--- src/rtl/alu_psr_if.sv ---
// alu_psr_if: request/response bundle for the registered ALU with status register.
//   in_valid/in_ready   operation handshake (master -> slave / slave -> master)
//   opcode, a, b        operation select and operands
//   psr_load, psr_din   direct PSR load
//   out_valid           one-cycle pulse when result/flags are fresh
//   result, flags       registered result and PSR contents {C, L, F, Z, N}
interface alu_psr_if #(
  parameter int unsigned WIDTH = 16
);
  logic             in_valid;
  logic             in_ready;
  logic [4:0]       opcode;
  logic [WIDTH-1:0] a;
  logic [WIDTH-1:0] b;
  logic             psr_load;
  logic [4:0]       psr_din;
  logic             out_valid;
  logic [WIDTH-1:0] result;
  logic [4:0]       flags;

  modport master (
    output in_valid, opcode, a, b, psr_load, psr_din,
    input  in_ready, out_valid, result, flags
  );

  modport slave (
    input  in_valid, opcode, a, b, psr_load, psr_din,
    output in_ready, out_valid, result, flags
  );
endinterface

--- src/rtl/alu_psr.sv ---
// alu_psr: registered ALU with a processor status register (PSR) and an iterative
// shift-add multiplier. Single-cycle ops update result/PSR on the accepting edge;
// MUL holds in_ready low while it iterates.
//   clk    system clock, rising edge
//   reset  synchronous, active-high
//   bus    alu_psr_if slave: handshake, opcode/operands, PSR load, result/flags
module alu_psr #(
  parameter int unsigned WIDTH  = 16,
  parameter bit          MUL_EN = 1'b1
) (
  input logic      clk,
  input logic      reset,
  alu_psr_if.slave bus
);
  localparam logic [4:0] OpAnd   = 5'b00001;
  localparam logic [4:0] OpOr    = 5'b00010;
  localparam logic [4:0] OpXor   = 5'b00011;
  localparam logic [4:0] OpNot   = 5'b00100;
  localparam logic [4:0] OpAdd   = 5'b00101;
  localparam logic [4:0] OpAddu  = 5'b00110;
  localparam logic [4:0] OpAddc  = 5'b00111;
  localparam logic [4:0] OpSub   = 5'b01001;
  localparam logic [4:0] OpCmp   = 5'b01011;
  localparam logic [4:0] OpLsh   = 5'b01100;
  localparam logic [4:0] OpAddcu = 5'b01111;
  localparam logic [4:0] OpMul   = 5'b10000;
  localparam logic [4:0] OpRsh   = 5'b10011;
  localparam logic [4:0] OpArsh  = 5'b10111;

  // Counts multiplier bits still to be folded in after the accept edge.
  localparam int unsigned CntW = $clog2(WIDTH);

  typedef enum logic [0:0] {StIdle, StMulRun} state_e;

  state_e           state_q, state_d;
  logic [WIDTH-1:0] result_q, result_d;
  logic [4:0]       psr_q, psr_d;
  logic             out_valid_q, out_valid_d;
  logic [WIDTH-1:0] mcand_q, mcand_d;
  logic [WIDTH-1:0] mplier_q, mplier_d;
  logic [WIDTH-1:0] acc_q, acc_d;
  logic [CntW-1:0]  cnt_q, cnt_d;

  logic             accept;
  logic             cin;
  logic [WIDTH:0]   sum;
  logic [WIDTH-1:0] diff;
  logic [WIDTH-1:0] op_res;
  logic [4:0]       op_flags;
  logic             op_is_mul;
  logic [WIDTH-1:0] mul_sum;
  logic             flag_wr;
  logic [4:0]       flag_new;

  assign bus.in_ready  = (state_q == StIdle);
  assign bus.out_valid = out_valid_q;
  assign bus.result    = result_q;
  assign bus.flags     = psr_q;
  assign accept        = bus.in_valid && bus.in_ready;

  // The PSR register is written on the accepting edge, so an ADDC issued next cycle
  // already sees the new carry without extra forwarding.
  assign cin  = ((bus.opcode == OpAddc) || (bus.opcode == OpAddcu)) ? psr_q[4] : 1'b0;
  assign sum  = {1'b0, bus.a} + {1'b0, bus.b} + {{WIDTH{1'b0}}, cin};
  assign diff = bus.a - bus.b;

  // Single-cycle datapath; op_flags defaults to the current PSR so "flags unchanged"
  // ops and unknown opcodes need no separate write enable.
  always_comb begin
    op_res    = '0;
    op_flags  = psr_q;
    op_is_mul = 1'b0;
    case (bus.opcode)
      OpAdd, OpAddc: begin
        op_res   = sum[WIDTH-1:0];
        op_flags = {sum[WIDTH], 1'b0,
                    (bus.a[WIDTH-1] == bus.b[WIDTH-1]) && (sum[WIDTH-1] != bus.a[WIDTH-1]),
                    ~|sum[WIDTH-1:0], sum[WIDTH-1]};
      end
      OpAddu, OpAddcu: op_res = sum[WIDTH-1:0];
      OpSub: begin
        op_res   = diff;
        op_flags = {bus.a < bus.b, 1'b0,
                    (bus.a[WIDTH-1] != bus.b[WIDTH-1]) && (diff[WIDTH-1] != bus.a[WIDTH-1]),
                    ~|diff, diff[WIDTH-1]};
      end
      OpCmp: begin
        op_res   = '0;
        op_flags = {1'b0, bus.a < bus.b, 1'b0, bus.a == bus.b,
                    $signed(bus.a) < $signed(bus.b)};
      end
      OpAnd: op_res = bus.a & bus.b;
      OpOr:  op_res = bus.a | bus.b;
      OpXor: op_res = bus.a ^ bus.b;
      OpNot: op_res = ~bus.a;
      // SV shifts already give 0 / full sign fill for amounts >= WIDTH.
      OpLsh:  op_res = bus.a << bus.b;
      OpRsh:  op_res = bus.a >> bus.b;
      OpArsh: op_res = $signed(bus.a) >>> bus.b;
      OpMul: begin
        if (MUL_EN) op_is_mul = 1'b1;
      end
      default: ;
    endcase
  end

  assign mul_sum = acc_q + (mplier_q[0] ? mcand_q : '0);

  always_comb begin
    state_d     = state_q;
    result_d    = result_q;
    out_valid_d = 1'b0;
    mcand_d     = mcand_q;
    mplier_d    = mplier_q;
    acc_d       = acc_q;
    cnt_d       = cnt_q;
    flag_wr     = 1'b0;
    flag_new    = psr_q;
    unique case (state_q)
      StIdle: begin
        if (accept) begin
          if (op_is_mul) begin
            // Bit 0 is folded in on the accept edge so the last of the WIDTH bits
            // lands WIDTH-1 edges later, giving out_valid WIDTH cycles after accept.
            acc_d    = bus.b[0] ? bus.a : '0;
            mcand_d  = bus.a << 1;
            mplier_d = bus.b >> 1;
            cnt_d    = CntW'(WIDTH - 1);
            state_d  = StMulRun;
          end else begin
            result_d    = op_res;
            out_valid_d = 1'b1;
            flag_wr     = 1'b1;
            flag_new    = op_flags;
          end
        end
      end
      StMulRun: begin
        acc_d    = mul_sum;
        mcand_d  = mcand_q << 1;
        mplier_d = mplier_q >> 1;
        cnt_d    = cnt_q - 1'b1;
        if (cnt_q == CntW'(1)) begin
          result_d    = mul_sum;
          out_valid_d = 1'b1;
          flag_wr     = 1'b1;
          flag_new    = {3'b000, ~|mul_sum, mul_sum[WIDTH-1]};
          state_d     = StIdle;
        end
      end
      default: state_d = StIdle;
    endcase
    // A direct load always beats an op's flag write.
    if (bus.psr_load) begin
      psr_d = bus.psr_din;
    end else if (flag_wr) begin
      psr_d = flag_new;
    end else begin
      psr_d = psr_q;
    end
  end

  always_ff @(posedge clk) begin
    if (reset) begin
      state_q     <= StIdle;
      result_q    <= '0;
      psr_q       <= '0;
      out_valid_q <= 1'b0;
      mcand_q     <= '0;
      mplier_q    <= '0;
      acc_q       <= '0;
      cnt_q       <= '0;
    end else begin
      state_q     <= state_d;
      result_q    <= result_d;
      psr_q       <= psr_d;
      out_valid_q <= out_valid_d;
      mcand_q     <= mcand_d;
      mplier_q    <= mplier_d;
      acc_q       <= acc_d;
      cnt_q       <= cnt_d;
    end
  end
endmodule

--- src/flat_wrapper.sv ---
// flat-port wrapper written by rule: the top's interface ports become plain ports
module alu_psr_flat 
#(
  parameter int unsigned WIDTH  = 16,
  parameter bit          MUL_EN = 1'b1
)
  (clk, reset, bus_in_valid, bus_opcode, bus_a, bus_b, bus_psr_load, bus_psr_din, bus_in_ready, bus_out_valid, bus_result, bus_flags);
  alu_psr_if #(.WIDTH(WIDTH)) bus_i ();
  input logic clk;
  input logic reset;
  input wire logic [$bits(bus_i.in_valid)-1:0] bus_in_valid;
  input wire logic [$bits(bus_i.opcode)-1:0] bus_opcode;
  input wire logic [$bits(bus_i.a)-1:0] bus_a;
  input wire logic [$bits(bus_i.b)-1:0] bus_b;
  input wire logic [$bits(bus_i.psr_load)-1:0] bus_psr_load;
  input wire logic [$bits(bus_i.psr_din)-1:0] bus_psr_din;
  output wire logic [$bits(bus_i.in_ready)-1:0] bus_in_ready;
  output wire logic [$bits(bus_i.out_valid)-1:0] bus_out_valid;
  output wire logic [$bits(bus_i.result)-1:0] bus_result;
  output wire logic [$bits(bus_i.flags)-1:0] bus_flags;
  assign bus_i.in_valid = bus_in_valid;
  assign bus_i.opcode = bus_opcode;
  assign bus_i.a = bus_a;
  assign bus_i.b = bus_b;
  assign bus_i.psr_load = bus_psr_load;
  assign bus_i.psr_din = bus_psr_din;
  assign bus_in_ready = bus_i.in_ready;
  assign bus_out_valid = bus_i.out_valid;
  assign bus_result = bus_i.result;
  assign bus_flags = bus_i.flags;
  alu_psr #(.WIDTH(WIDTH), .MUL_EN(MUL_EN)) u_core (.clk(clk), .reset(reset), .bus(bus_i));
endmodule
--- config.mk ---
export PLATFORM = sky130hd
export DESIGN_NAME = alu_psr_flat
export DESIGN_NICKNAME = d
export VERILOG_FILES = /design/src/rtl/alu_psr_if.sv /design/src/rtl/alu_psr.sv /design/src/flat_wrapper.sv
export SDC_FILE = /design/constraint.sdc
export NUM_CORES = 1
export LEC_CHECK = 0
export ABC_CLOCK_PERIOD_IN_PS = 4600
export BUFFER_PORTS_ARGS = -buffer_cell sky130_fd_sc_hd__buf_2
export CORE_UTILIZATION = 55
export CTS_CLUSTER_SIZE = 40
export DETAILED_ROUTE_END_ITERATION = 12
export GPL_TIMING_DRIVEN = 0
export PLACE_DENSITY = 0.74
export SLEW_MARGIN = 40
export SYNTH_ARGS = -nofsm -noshare
export SYNTH_HDL_FRONTEND = slang
export SYNTH_SLANG_ARGS = --single-unit
--- constraint.sdc ---
create_clock -name clk -period 4.6 [get_ports clk]
set_input_delay 0 -clock clk [delete_from_list [all_inputs] [get_ports clk]]
set_output_delay 0 -clock clk [all_outputs]
set_load 0.01 [all_outputs]
# Word level (Yosys, flattened, before mapping)
# Index checks and enable logic that the tools add are counted.
# classes
add_sub_neg,5
mul,0
div,0
order_cmp,2
n_eq_ne,28
shifts,3
muxes,36
bitwise_logic,5
n_reduce_logical,16
# ops
op,n
16-bit two-way mux,11
16-bit one-hot mux with 9 select lines,1
16-bit one-hot mux with 2 select lines,4
16-bit OR reduction,3
16-bit < comparator,2
5-bit two-way mux,5
"5-bit by 3-bit == test with 1-bit output, second input constant",4
"5-bit by 4-bit == test with 1-bit output, second input constant",4
16-bit by 16-bit adder with 17-bit output,1
17-bit by 1-bit adder with 17-bit output,1
16-bit adder,1
16-bit bitwise AND,1
16-bit == test,1
16-bit inverter,1
16-bit bitwise OR,1
16-bit by 16-bit << shifter with 16-bit output,1
16-bit by 16-bit >> shifter with 16-bit output,1
16-bit by 16-bit >>> shifter with 16-bit output,1
16-bit subtractor,1
16-bit XOR,1
"5-bit == test, second input constant",3
5-bit one-hot mux with 3 select lines,1
"5-bit by 2-bit == test with 1-bit output, second input constant",2
5-bit one-hot mux with 2 select lines,1
22 further kinds,42
# word_totals
reg_bits,75
latch_bits,0
ram_bits,0
romBits,0
out_inout_bits,23
wordCells,103
n_memories,0

# Longest topological paths before layout
# depth
word_depth,12
ltp_mapped,15

# Least setup slack after synthesis
# OpenSTA, ideal clock, no wires.
# synth_timing
kind,register -> register
from,"register u_core.psr_q[4], in the netlist u_core.bus.flags[4]"
to,"register u_core.psr_q[1], in the netlist u_core.bus.flags[1]"
t_arrival_ns,3.385
required_time_ns,4.513
setup_slack_ns,1.129
stages_incl_launch_ff,15
path_buffers,0
period_less_slack_ns,3.471
path_cell_list,dfxtp_1 inv_1 nor3_1 fa_1 inv_1 fa_1 nand2b_4 a2111oi_4 nor4b_1 or3b_1 a2111oi_1 o2111ai_1 nor4_1 o31ai_2 a221oi_2
# synth_via
elab_chain_cells,10
# synth_lines
item,line,source
start: declaration,alu_psr.sv:37,"logic [4:0] psr_q, psr_d;"
start signal: assignment,alu_psr.sv:176,psr_q <= psr_d;
1-bit two-way mux,alu_psr.sv:63,assign cin = ((bus.opcode == OpAddc) || (bus.opcode == OpAddcu)) ? psr_q[4] : 1'b0;
17-bit by 1-bit adder with 17-bit output,alu_psr.sv:64,"assign sum = {1'b0, bus.a} + {1'b0, bus.b} + {{WIDTH{1'b0}}, cin};"
16-bit OR reduction,alu_psr.sv:78,"~|sum[WIDTH-1:0], sum[WIDTH-1]};"
1-bit zero test,alu_psr.sv:78,
5-bit one-hot mux with 3 select lines,alu_psr.sv:73,case (bus.opcode)
5-bit two-way mux,alu_psr.sv:122,if (op_is_mul) begin
5-bit two-way mux,alu_psr.sv:121,if (accept) begin
5-bit one-hot mux with 2 select lines,alu_psr.sv:119,unique case (state_q)
5-bit two-way mux,alu_psr.sv:156,end else if (flag_wr) begin
5-bit two-way mux,alu_psr.sv:154,if (bus.psr_load) begin
# Every way passes these cells. The select of a mux whose other input is x is not followed.
# A chain may end at the register's enable or synchronous reset.

# Final worst setup path
# layout_timing
from,input port bus_b[1]
to,"register u_core.psr_q[1], in the netlist u_core.bus.flags[1]"
# layout_via
elab_chain_cells,10
elab_cells_between_ends,14
# layout_lines
item,line,source
start: declaration,flat_wrapper.sv:14,input wire logic [$bits(bus_i.b)-1:0] bus_b;
16-bit by 16-bit adder with 17-bit output,alu_psr.sv:64,
17-bit by 1-bit adder with 17-bit output,alu_psr.sv:64,
16-bit OR reduction,alu_psr.sv:78,
1-bit zero test,alu_psr.sv:78,
5-bit one-hot mux with 3 select lines *,alu_psr.sv:73,
5-bit two-way mux *,alu_psr.sv:122,
5-bit two-way mux *,alu_psr.sv:121,
5-bit one-hot mux with 2 select lines *,alu_psr.sv:119,
5-bit two-way mux *,alu_psr.sv:156,
5-bit two-way mux *,alu_psr.sv:154,
# Every way passes the cells marked *; elsewhere a longest branch is shown, timed or not. The select of a mux whose other input is x is not followed.

==> flow_summary.yaml <==
synth:
  synth_cells: 1181
  seq_area_frac_synth_pct: 17.2
  synth-edff-count: 0
  ys_types: 88
  synth_nets: 1295
  async_reset_ff_share_pct: 0
  syn_area_um2: 8500
  yosys_warnings: 0
  ys.flop_type: "dfxtp_1"
  ys_ff_latch: 73
  synth_area_per_cell_um2: 7.19
timing:
  hold_violations: 0
  fin_skew_ns: 0.0111
  slew_headroom_pct: 38.7
  maxSlewViolCount: 0
  fmax_mhz: 225
  period_share_pct: 96.7
  rsz0062_at_grt: "false"
  tns_ns: 0
  setup_viol_count_final: 0
  fin_crit_ns: 4.45
  worstMarginPinSlew_ns: 0.907
worst_setup_path:
  r2r.worst_path.cells: 14
  critPathSlowestCell: "nor4_1"
  cp_data_arrival_time_ns: 4.69
  cp.required_ns: 4.85
  r2r_end: "u_core.bus.flags[1]"
  cp_cell_sequence: "buf_2, clkbuf_1, inv_1, buf_2, ha_1, a211oi_1, o21ai_1, a2111oi_0, or2_1, o31a_1, xnor2_1, nor4_1, o31ai_2, a221oi_2"
  r2r_start: "u_core.bus.flags[4]"
  critPathTopFamily: "compound AO/OA/AOI/OAI gates"
  crit_path_frequent_cell: "buf_2"
  endpoint_kind: "flop"
  cp-start-kind: "input pin"
  path_depth: 14
  path_buf_inv: 4
  crit_end: "u_core.bus.flags[1]"
  max_stage_delay_ns: 0.67
  critPathKind: "in -> reg"
  timing.critical_path.from: "bus_b[1]"
  ff2ff_setup_slack_ns: 0.39
  crit_fanout: 12
floorplanning:
  initial_core_util_pct: 56.1
  die_w_um: 126
  core_um2: 15100
  die_area_um2: 16000
  dieHeight_um: 126
  rows: 45
  pin_count: 69
final_layout:
  antenna_cells: 0
  stdcell_area_um2: 9430
  drive_gt1_share_pct: 10.6
  final_nets: 1375
  areaGrowthSynthToFinish_pct: 10.9
clock_network:
  cts_max_path_buffers: 2
  cts_buffers: 9
  cts_max_level: 3
  cts_root_buf: "clkbuf_16"
  cts_sinks: 73
  cts_tree: "yes"
  postCtsSetupBuffers: 0
  clk_pin_slew_ns: 0.06
  clock_latency_ns: 0.34
power:
  leakage_uw: 0.00378
  p_seq_share_pct: 32.1
  power_frac_clock_pct: 31.9
  pwr-share-comb_pct: 36.0
  power.total_uw: 2060
  power_density_nw_per_um2: 218
  cellInternalPower_uw: 1260
  power.switching_uw: 798
  p_sw_share_pct: 38.8
  peakVddDrop_mv: 0.212
placed_design:
  dp_hpwl_mm: 29.8
  postPlaceCellArea_um2: 9100
  port_buffers: 64
  gp_congestion: 1.07
drt:
  dr.pass1.iters: 6
  drt_iter0_markers: 1498
  routed_wl_mm: 37.5
  via_count: 10299
  drtAntennaViolNets: 0
  via_per_inst: 7.08
  drc: 0
  wl_per_cell_um: 25.8
grt:
  grt_first_pass_wirelength_mm: 55.2
  grt_use_total_pct: 46.0
  grt_overflow: 0
  grt_pass1_vias: 9177
  antenna_found_initial: 0
  grt_max_degree: 14
hold_path:
  min-delay-path-class: "in -> reg"
outcome:
  status: "complete, no violations"
flow_run:
  drv_cap: 0
## metrics by stage
stage	instances	hold WS, ns	util (%)	setup slack, ns
5_1_grt	1454	0.0378	62.2	0.0874
3_5_place_dp	1434	0.250	60.1	-0.0520
6_report	1454	0.000710	62.2	0.153
4_1_cts	1454	0.000696	62.1	0.253
3_3_place_gp	1433	0.240	59.8	-0.0744
2_1_floorplan	1181	0.161	-	1.13
## how the worst min path moves through the flow
| stage | from | to | slack, ns | depth (start not counted) |
|---|---|---|---|---|
| after CTS | bus_b[15] | u_core.mplier_q[14] | 0.0007 | 3 |
| after global routing | bus_b[15] | u_core.mplier_q[14] | 0.04 | 3 |
| final | bus_b[15] | u_core.mplier_q[14] | 0.0007 | 3 |
| after detailed placement | reset | u_core.bus.flags[1] | 0.25 | 2 |
| after floorplan | bus_b[15] | u_core.mplier_q[14] | 0.16 | 2 |
| after global placement | reset | u_core.bus.flags[1] | 0.24 | 2 |
## power groups by stage
| stage | Clock (µW) | Sequential [µW] | Combinational, µW |
|---|---|---|---|
| final | 657 | 660 | 741 |
| after global placement | 0 | 674 | 689 |
| after floorplan | 0 | 678 | 450 |
| after detailed placement | 0 | 674 | 698 |
| after CTS | 654 | 660 | 704 |
| after global routing | 675 | 662 | 774 |
## logic make-up (layout without fill, tap and decap cells)
family / Yosys count / after routing / share of synthesized area [%]
adders and majority gates: 68 / 68 / 10.4
xor gates and xnor gates: 35 / 35 / 3.70
and+or+nand+nor: 422 / 422 / 23.8
buffers and inverters: 149 / 234 / 6.98
AOI/OAI and AO/OA: 394 / 394 / 31.7
DFF: 73 / 73 / 17.2
muxes: 40 / 40 / 6.23
## cell usage in the layout, fill, tap and decap left out, types with 16 or more instances in the layout
cell type / n
nand2_1: 128
and2_1: 18
inv_1: 53
buf_2: 79
nor2_1: 120
nand2b_1: 17
mux2i_1: 27
a21oi_1: 103
dfxtp_1: 73
a211oi_1: 30
xnor2_1: 29
nor4_1: 16
nand3_1: 25
clkbuf_1: 70
a22oi_1: 43
nor3_1: 36
ha_1: 64
o21ai_0: 41
o22ai_1: 17
## cell usage after synthesis, types with 6 or more instances
master	n	area share, %
a22oi_1	43	3.8
xnor2_1	29	3.0
mux4_2	10	2.7
ha_1	64	9.4
o22ai_1	17	1.3
o31ai_1	7	0.62
nor2b_1	8	0.59
a31oi_1	13	0.96
a311oi_1	8	0.82
buf_1	8	0.35
and2_1	18	1.3
mux2i_1	27	3.2
nand3_1	25	1.5
a221o_1	8	0.94
a211o_1	7	0.72
nor2_1	120	5.3
buf_2	13	0.77
o21ai_0	41	2.4
a21o_1	9	0.80
o21bai_1	6	0.53
a211oi_1	30	2.7
nand2_1	128	5.7
nor3_1	40	2.4
or4_1	7	0.62
dfxtp_1	73	17
clkbuf_1	70	3.1
o21ai_1	12	0.71
nand2b_1	17	1.3
inv_1	53	2.3
a21oi_1	103	6.1
a221oi_1	9	0.93
o21a_1	7	0.62
and3_1	10	0.74
o2111ai_1	11	1.1
o211ai_1	10	0.88
nor4_1	19	1.4
## worst register-to-register path, delay by kind of cell, from the launching register on
| kind | cells | cell delay (ns) |
|---|---|---|
| AND/OR/NAND/NOR | 5 | 1.50 |
| AO/OA/AOI/OAI | 5 | 1.44 |
| adder cells (fa/ha/maj) | 2 | 0.71 |
| flip-flops | 1 | 0.36 |
| buffers and inverters | 2 | 0.12 |
## registers in the layout, indices dropped and copies added, names as in the netlist
signal and count:
u_core.state_q 1, u_core.cnt_q 4, u_core.bus.flags 5, u_core.mplier_q 15, u_core.bus.out_valid 1, u_core.bus.result 16, u_core.mcand_q 15, u_core.acc_q 16
## area by class of cell
class / count / area [µm²]
plain buffers: 93 / 385
clock buffers: 10 / 229
clock inverters: 6 / 42.5
fillers: 1469 / 5720
inverters: 56 / 210
multi-input cells: 959 / 6500
flip-flops and latches: 73 / 1460
well taps: 188 / 235
repair buffers: 69 / 365
## routing by layer
metal	track usage [%]	vias up	wire length [µm]	share of wire, %
met3	13.7	125	5390	14
li1	-	4529	-	-
met1	61.3	4802	14700	39
met2	69.7	841	15800	42
met5	1.86	-	37	0.099
met4	17.4	2	1610	4.3
## what timing repair did
item	in CTS	in global routing
hold buffers	4	0
hold endpoints to repair	13	0
setup endpoints to repair	0	1
gates resized for setup	0	2
No activity file was read; power rests on OpenSTA's default activity.
